==> src/rtl/bcd_conv_arbiter.sv <==
// Shared multi-cycle binary-to-BCD converter (serial double dabble) with a
// two-requester round-robin arbiter and req/done handshake per requester.
module bcd_conv_arbiter #(
    parameter int unsigned BIN_W  = 12,
    parameter int unsigned DIGITS = 4
) (
    input  logic                  clk,
    input  logic                  rst_n,
    input  logic                  req0_i,
    input  logic [BIN_W-1:0]      bin0_i,
    input  logic                  req1_i,
    input  logic [BIN_W-1:0]      bin1_i,
    output logic                  busy_o,
    output logic                  gnt_id_o,
    output logic                  done0_o,
    output logic                  done1_o,
    output logic [4*DIGITS-1:0]   bcd_out_o
);

    localparam int unsigned BCD_W = 4 * DIGITS;
    localparam int unsigned SR_W  = BIN_W + BCD_W;
    localparam int unsigned CNT_W = $clog2(BIN_W + 1);

    localparam logic [1:0] ST_IDLE  = 2'd0;
    localparam logic [1:0] ST_SHIFT = 2'd1;
    localparam logic [1:0] ST_DONE  = 2'd2;

    logic [1:0]       state_q, state_d;
    logic [CNT_W-1:0] cnt_q,   cnt_d;
    logic [SR_W-1:0]  sr_q,    sr_d;
    logic             last_q,  last_d;
    logic             gnt_q,   gnt_d;
    logic             busy_q,  busy_d;
    logic             done0_q, done0_d;
    logic             done1_q, done1_d;
    logic [BCD_W-1:0] bcd_q,   bcd_d;

    logic [SR_W-1:0]  adj_c;
    logic             pick_c;

    // Add-3 correction: every digit judged on its pre-add value.
    always_comb begin
        adj_c = sr_q;
        for (int unsigned i = 0; i < DIGITS; i++) begin
            if (sr_q[BIN_W + 4*i +: 4] >= 4'd5) begin
                adj_c[BIN_W + 4*i +: 4] = sr_q[BIN_W + 4*i +: 4] + 4'd3;
            end
        end
    end

    // On a tie the requester not served last wins.
    always_comb begin
        pick_c = (req0_i && req1_i) ? ~last_q : req1_i;
    end

    always_comb begin
        state_d = state_q;
        cnt_d   = cnt_q;
        sr_d    = sr_q;
        last_d  = last_q;
        gnt_d   = gnt_q;
        busy_d  = busy_q;
        done0_d = 1'b0;
        done1_d = 1'b0;
        bcd_d   = bcd_q;

        case (state_q)
            ST_IDLE: begin
                if (req0_i || req1_i) begin
                    sr_d    = pick_c ? SR_W'(bin1_i) : SR_W'(bin0_i);
                    cnt_d   = '0;
                    gnt_d   = pick_c;
                    last_d  = pick_c;
                    busy_d  = 1'b1;
                    state_d = ST_SHIFT;
                end
            end
            ST_SHIFT: begin
                sr_d  = SR_W'({adj_c, 1'b0});
                cnt_d = cnt_q + CNT_W'(1);
                if (cnt_q == CNT_W'(BIN_W - 1)) begin
                    bcd_d   = sr_d[SR_W-1 -: BCD_W];
                    done0_d = ~gnt_q;
                    done1_d = gnt_q;
                    state_d = ST_DONE;
                end
            end
            ST_DONE: begin
                busy_d  = 1'b0;
                state_d = ST_IDLE;
            end
            default: begin
                busy_d  = 1'b0;
                state_d = ST_IDLE;
            end
        endcase
    end

    always_ff @(posedge clk or negedge rst_n) begin
        if (!rst_n) begin
            state_q <= ST_IDLE;
            cnt_q   <= '0;
            sr_q    <= '0;
            last_q  <= 1'b1;
            gnt_q   <= 1'b0;
            busy_q  <= 1'b0;
            done0_q <= 1'b0;
            done1_q <= 1'b0;
            bcd_q   <= '0;
        end else begin
            state_q <= state_d;
            cnt_q   <= cnt_d;
            sr_q    <= sr_d;
            last_q  <= last_d;
            gnt_q   <= gnt_d;
            busy_q  <= busy_d;
            done0_q <= done0_d;
            done1_q <= done1_d;
            bcd_q   <= bcd_d;
        end
    end

    assign busy_o    = busy_q;
    assign gnt_id_o  = gnt_q;
    assign done0_o   = done0_q;
    assign done1_o   = done1_q;
    assign bcd_out_o = bcd_q;

endmodule

==> config.mk <==
export PLATFORM = sky130hd
export DESIGN_NAME = bcd_conv_arbiter
export DESIGN_NICKNAME = d
export VERILOG_FILES = /design/src/rtl/bcd_conv_arbiter.sv
export SDC_FILE = /design/constraint.sdc
export NUM_CORES = 1
export LEC_CHECK = 0
export ABC_AREA = 1
export CORE_ASPECT_RATIO = 1.25
export CORE_MARGIN = 2
export CORE_UTILIZATION = 50
export CTS_CLUSTER_SIZE = 24
export DETAILED_ROUTE_END_ITERATION = 12
export PLACE_DENSITY_LB_ADDON = 0.1
export SYNTH_ARGS = -nofsm -noshare
export SYNTH_HDL_FRONTEND = slang
export SYNTH_SLANG_ARGS = --single-unit
==> constraint.sdc <==
create_clock -name clk -period 3.4 [get_ports clk]
set_input_delay 0.68 -clock clk [delete_from_list [all_inputs] [get_ports clk]]
set_output_delay 0.68 -clock clk [all_outputs]
set_load 0.01 [all_outputs]
* Word level (Yosys, flattened, before mapping)
Index checks and enable logic that the tools add are counted.
Word-level totals: memories kept 0, bits in registers 55, bits in latches 0, memory bits (read-only) 0, bits in writable memories 0, output and inout bits 20, bits of input ports 28
Cells by class: shifts and indexed selects 0, reductions and logical operators 9, div/mod/pow operators 0, bitwise operators 3, eq/ne operators 4, $mul 0, multiplexer cells 19, magnitude comparators 4, add/subtract/negate cells 5
Operators with widths (number):
- $pmux W28 S2 | 1
- $mux W28 | 1
- $ge A4 B3 Y1 const B | 4
- $mux W4 | 4
- $add A4 B2 Y4 const B | 3
- $mux W12 | 1
- $reduce_and A2 Y1 | 5
- $pmux W4 S2 | 1
- $mux W1 | 6
- $add A4 B1 Y4 const B | 1
- $eq A4 B4 Y1 const B | 1
- $mux W2 | 2
- $ne A2 B2 Y1 const B | 2
- $pmux W2 S2 | 1
- $add A3 B2 Y3 const B | 1
- $mux W3 | 1
- $not A1 Y1 | 3
- $eq A2 B1 Y1 const B | 1
- $logic_not A2 Y1 | 1
- $pmux W1 S2 | 1
- $reduce_bool A2 Y1 | 1
- $logic_and A1 B1 Y1 | 1
- $logic_or A1 B1 Y1 | 1

* Depth between registers and ports, before layout
depth in word-level cells 5, depth in mapped cells 9, mapped depth without buffers 9

* Worst setup path before layout
OpenSTA, ideal clock, no wires.
path kind input -> register, from in req0_i, to reg sr_q[10], data required time 3.276 ns, path buffers 1, setup slack 2.015 ns, stages 5, data arrival time 1.260 ns, cells stage by stage nand2_1 -> clkbuf_1 -> nand3b_1 -> nand3_1 -> nand3_1
Between the ends: word-level cells in the longest chain between the ends 5
Ends and longest elaborated chain:
- start, declared | line 9 | input logic req0_i,
- $logic_and A1 B1 Y1 | line 53 | pick_c = (req0_i && req1_i) ? ~last_q : req1_i;
- $mux W1 | line 53
- $mux W12 | line 70 | sr_d = pick_c ? SR_W'(bin1_i) : SR_W'(bin0_i);
- $mux W28 | line 69 | if (req0_i || req1_i) begin
- $pmux W28 S2 | line 67 | case (state_q)
- end signal, assigned | line 113 | sr_q <= sr_d;
- end, declared | line 30 | logic [SR_W-1:0] sr_q, sr_d;
Parallel ways exist; a longest one is shown, timed or not. The select of a mux whose other input is x is not followed. A chain may end at the register's enable or synchronous reset.

* Worst setup path in the final report
from in req1_i, to reg sr_q[20]
Between the ends: word-level cells in the longest chain between the ends 3
Ends and longest elaborated chain:
- start, declared | line 11 | input logic req1_i,
- $logic_or A1 B1 Y1 | line 69
- $ne A2 B2 Y1 (no source line)
- $reduce_and A2 Y1 (no source line)
No other way between the ends.

==> run summary <==
Leaving out fill and tap cells, the most frequent cell in the layout is sky130_fd_sc_hd__nand2_1. The maximum clock insertion buffer count was 2. Registers are responsible for 38.2% of the overall power. Entering global routing, the biggest net connects 35 pins. CTS saw 55 sinks. The starting density of the core is 51.94%, and the number of distinct library cell variants in the gate-level netlist after synthesis is 26.

Net switching fraction of the power: 41.41%. The destination of the worst register-to-register timing path was bcd_out_o[1]. Startpoint type of the worst setup path: an input port. Hold violation total from the final report: 0. The clock arrives with 0.009282 ns of skew.

The cell area that synthesis handed to floorplanning was 2846 µm². In the routed design, unresolved DRC markers number 0. The arrival time at the worst endpoint was 2.36 ns; the placeable core area was 5480 µm². In this run, placement finished with an instance count of 463. The number of nets at the end of the flow is 443, and the final worst-path cycle share is 61.85%. After detailed routing, the number of vias per cell comes to 5.089. The first global-routing pass estimated 9867 µm of wire. The logs give 48 for the number of top-level pins and 0 ns for the final total negative setup slack. The tools report the iteration count of the initial detailed-routing pass as 4.

Routability-driven placement finished with a final weighted congestion of 0.8148. Across all register-to-register paths, the minimum setup slack is 1.80 ns. The HPWL after detailed placement is 4035 µm.

Summing all multi-input logic gate instances after layout gives 1237 µm². The simple-gate portion of the synthesized area was 35.21%; the maximum frequency from static timing analysis was 475.5 MHz. Clock latency on the worst-skew pair, taken at its later pin, is 0.31 ns.

By area, the combinational part of the netlist is dominated by simple AND/OR/NAND/NOR gates. After floorplanning, the core was divided into 30 placement rows. For this block, the via count after detailed routing is 2397. The multiplexer share of the synthesized area came out at 0%. The number of gates resized after CTS was 0. From bottom edge to top edge, the die measures 88.36 µm. The area growth from synthesis to layout is 21.49%.

The number of setup buffers added after CTS is 0. For the net switching power of the design, the log shows 1.270 mW. TritonCTS built the clock tree. The logs give 499 for the count of filler cells inserted in the layout and 471 for the final cell count without fillers. After synthesis, flip-flops and latches occupy 48.40% of the total area. Starting DRC count in detailed routing: 93. The compound-gate portion of the synthesized area is 4.000%. The depth of the worst register-to-register path works out to 6. The reg-to-reg critical path startpoint is cnt_q[0]. The adder-cell area share of the yosys netlist is 3.956%.

The parity-gate share of the synthesized area counting xor and xnor cells came out at 0.3077%. The logs give 0 for the sum of overflow across all layers after global routing and 2 for the number of H-tree branching levels. The die width is 71.49 µm. Cells with a size suffix above 1 make up 5.651% of the layout. STA classifies the critical path endpoint as a register. The run gives 0.4170 mV as the worst IR drop on VDD.

Setup repair after global routing left no endpoint under its margin. In the layout the commonest cells are sky130_fd_sc_hd__nand2_1, sky130_fd_sc_hd__nand3_1, sky130_fd_sc_hd__dfrtp_1, sky130_fd_sc_hd__clkdlybuf4s50_1, sky130_fd_sc_hd__inv_1. The detail route stage leaves a number of antenna-violating nets equal to 0. The run gives 0 as the number of antenna violations at the first check in global routing. The run gives 14.7% as the fraction of power consumed by the clock network.

Clock-pin slew was measured on the worst setup and hold paths at 0.10 ns. Number of max-slew violations in the final report: 0. Summing all flip-flop and latch instances after layout gives 1378 µm². For the pin with the worst max-slew slack, the measured transition is 0.7394 ns. Clock tree synthesis selected as its root buffer the cell sky130_fd_sc_hd__clkbuf_8.

The internal power was 1.797 mW. The TritonCTS buffer count is 5, and the total power density per cell area is 887.0 nW/µm². The via count of the first global-routing pass was 2309; the area enclosed by the die boundary was 6316 µm².

The number of I/O port buffers is 47, and the global-route usage over all layers is 19.60%. Of the total power, combinational logic draws 47.1%. For the finished layout, the period the worst path requires is 2.103 ns.

At the end of the flow the core is filled with cells to 63.11%. By startpoint and endpoint, the worst setup path is classified as in2reg. The class of the worst hold path was in2async. The number of register bits inferred by synthesis came out at 55. The top fanout value on the critical path was 24; the relative max-transition margin was 50.71%. The Yosys step of the flow raised 0 warnings. The logs give 5659 µm for the sum of routed wire length over all layers and 360 for the post-synthesis cell count.

Synthesis produced a netlist with a net count of 397. The average detailed-routed wire length per instance was 12.01 µm. A synthesized cell averages 7.907 µm². The tools report the max-capacitance violation count as 0.

The final count of negative-setup-slack endpoints is 0, and the critical path data required time is 3.65 ns. The leakage power total was 1.780 nW. The run gives 0 as the number of antenna cells inserted. The number of hold buffers added after CTS was 0. The run finished with clean final reports.
-- sequential cells by signal (all words and copies together) (netlist names) --
| register | count |
|---|---|
| last_q | 1 |
| gnt_id_o | 1 |
| done0_o | 1 |
| busy_o | 1 |
| bcd_out_o | 16 |
| state_q | 2 |
| sr_q | 28 |
| cnt_q | 4 |
| done1_o | 1 |
-- critical path, cell delays in order --
cell	delay (ns)
sky130_fd_sc_hd__clkdlybuf4s50_1	0.64
sky130_fd_sc_hd__o21ai_2	0.36
sky130_fd_sc_hd__nand2_4	0.13
sky130_fd_sc_hd__inv_2	0.35
sky130_fd_sc_hd__nand2_1	0.11
sky130_fd_sc_hd__nand2_1	0.09
-- cell families after synthesis --
family / Yosys count
compound gates: 20
xor+xnor: 1
fa+ha+maj: 9
buf+inv: 53
flops: 55
simple gates: 222
-- cell usage after synthesis, drive strengths merged --
library cell  instances  area, µm²
nand3                55      280.3
ha                    9      112.6
inv                  42      157.6
a21oi                 2      10.01
nor2                 10      66.31
dfstp                 1      26.28
buf                   7      58.80
clkbuf                4      15.01
a21boi                3      22.52
xnor2                 1      8.760
o21ai                13      68.81
nand3b               11      82.58
o22ai                 2      12.51
nand4                 7      43.79
dfrtp                54       1351
nand2               139      529.3
-- power by group through the flow --
| stage | clock (mW) | combinational, mW | sequential [mW] |
|---|---|---|---|
| after floorplan | 0 | 1.00 | 1.18 |
| after global placement | 0 | 1.41 | 1.17 |
| after detailed placement | 0 | 1.46 | 1.18 |
| after CTS | 0.461 | 1.46 | 1.17 |
| after global routing | 0.474 | 1.67 | 1.21 |
| final | 0.451 | 1.45 | 1.17 |
-- how the worst max path moves through the flow --
stage | startpoint | to | slack (ns) | depth (start not counted)
final | req1_i | sr_q[20] | 1.30 | 6
after CTS | req1_i | sr_q[0] | 1.29 | 6
after global placement | req1_i | sr_q[0] | 1.02 | 6
after floorplan | req0_i | sr_q[10] | 2.02 | 5
after detailed placement | req1_i | sr_q[20] | 0.96 | 6
after global routing | req1_i | sr_q[20] | 1.12 | 6
-- per-stage QoR --
step                setup WS, ns  total power [mW]  hold WS [ns]  instance area [µm²]
global route               1.120             3.355        0.4849                 3458
global placement           1.020             2.579        0.4316                 3341
finish                     1.297             3.067        0.4224                 3458
detailed placement        0.9614             2.636        0.4338                 3341
CTS                        1.294             3.095        0.4469                 3458
floorplan                  2.015             2.183        0.3844                 2846
-- cell type report --
type / instances / area share [%]
Clock buffer: 6 / 2.388
Clock inverter: 2 / 1.013
Inverter: 42 / 4.559
Multi-Input combinational cell: 252 / 35.78
Sequential cell: 55 / 39.83
Tap cell: 64 / 2.315
Timing Repair Buffer: 50 / 14.11
-- per-layer routing --
metal	vias to the layer above	GRT usage [%]	part of all wire, %
met4	0	8.233	1.4
met3	7	3.189	3.9
met5	-	0	0
met1	1096	21.20	43
met2	62	37.54	52
li1	1232	-	-
(Power assumes the default switching activity.)
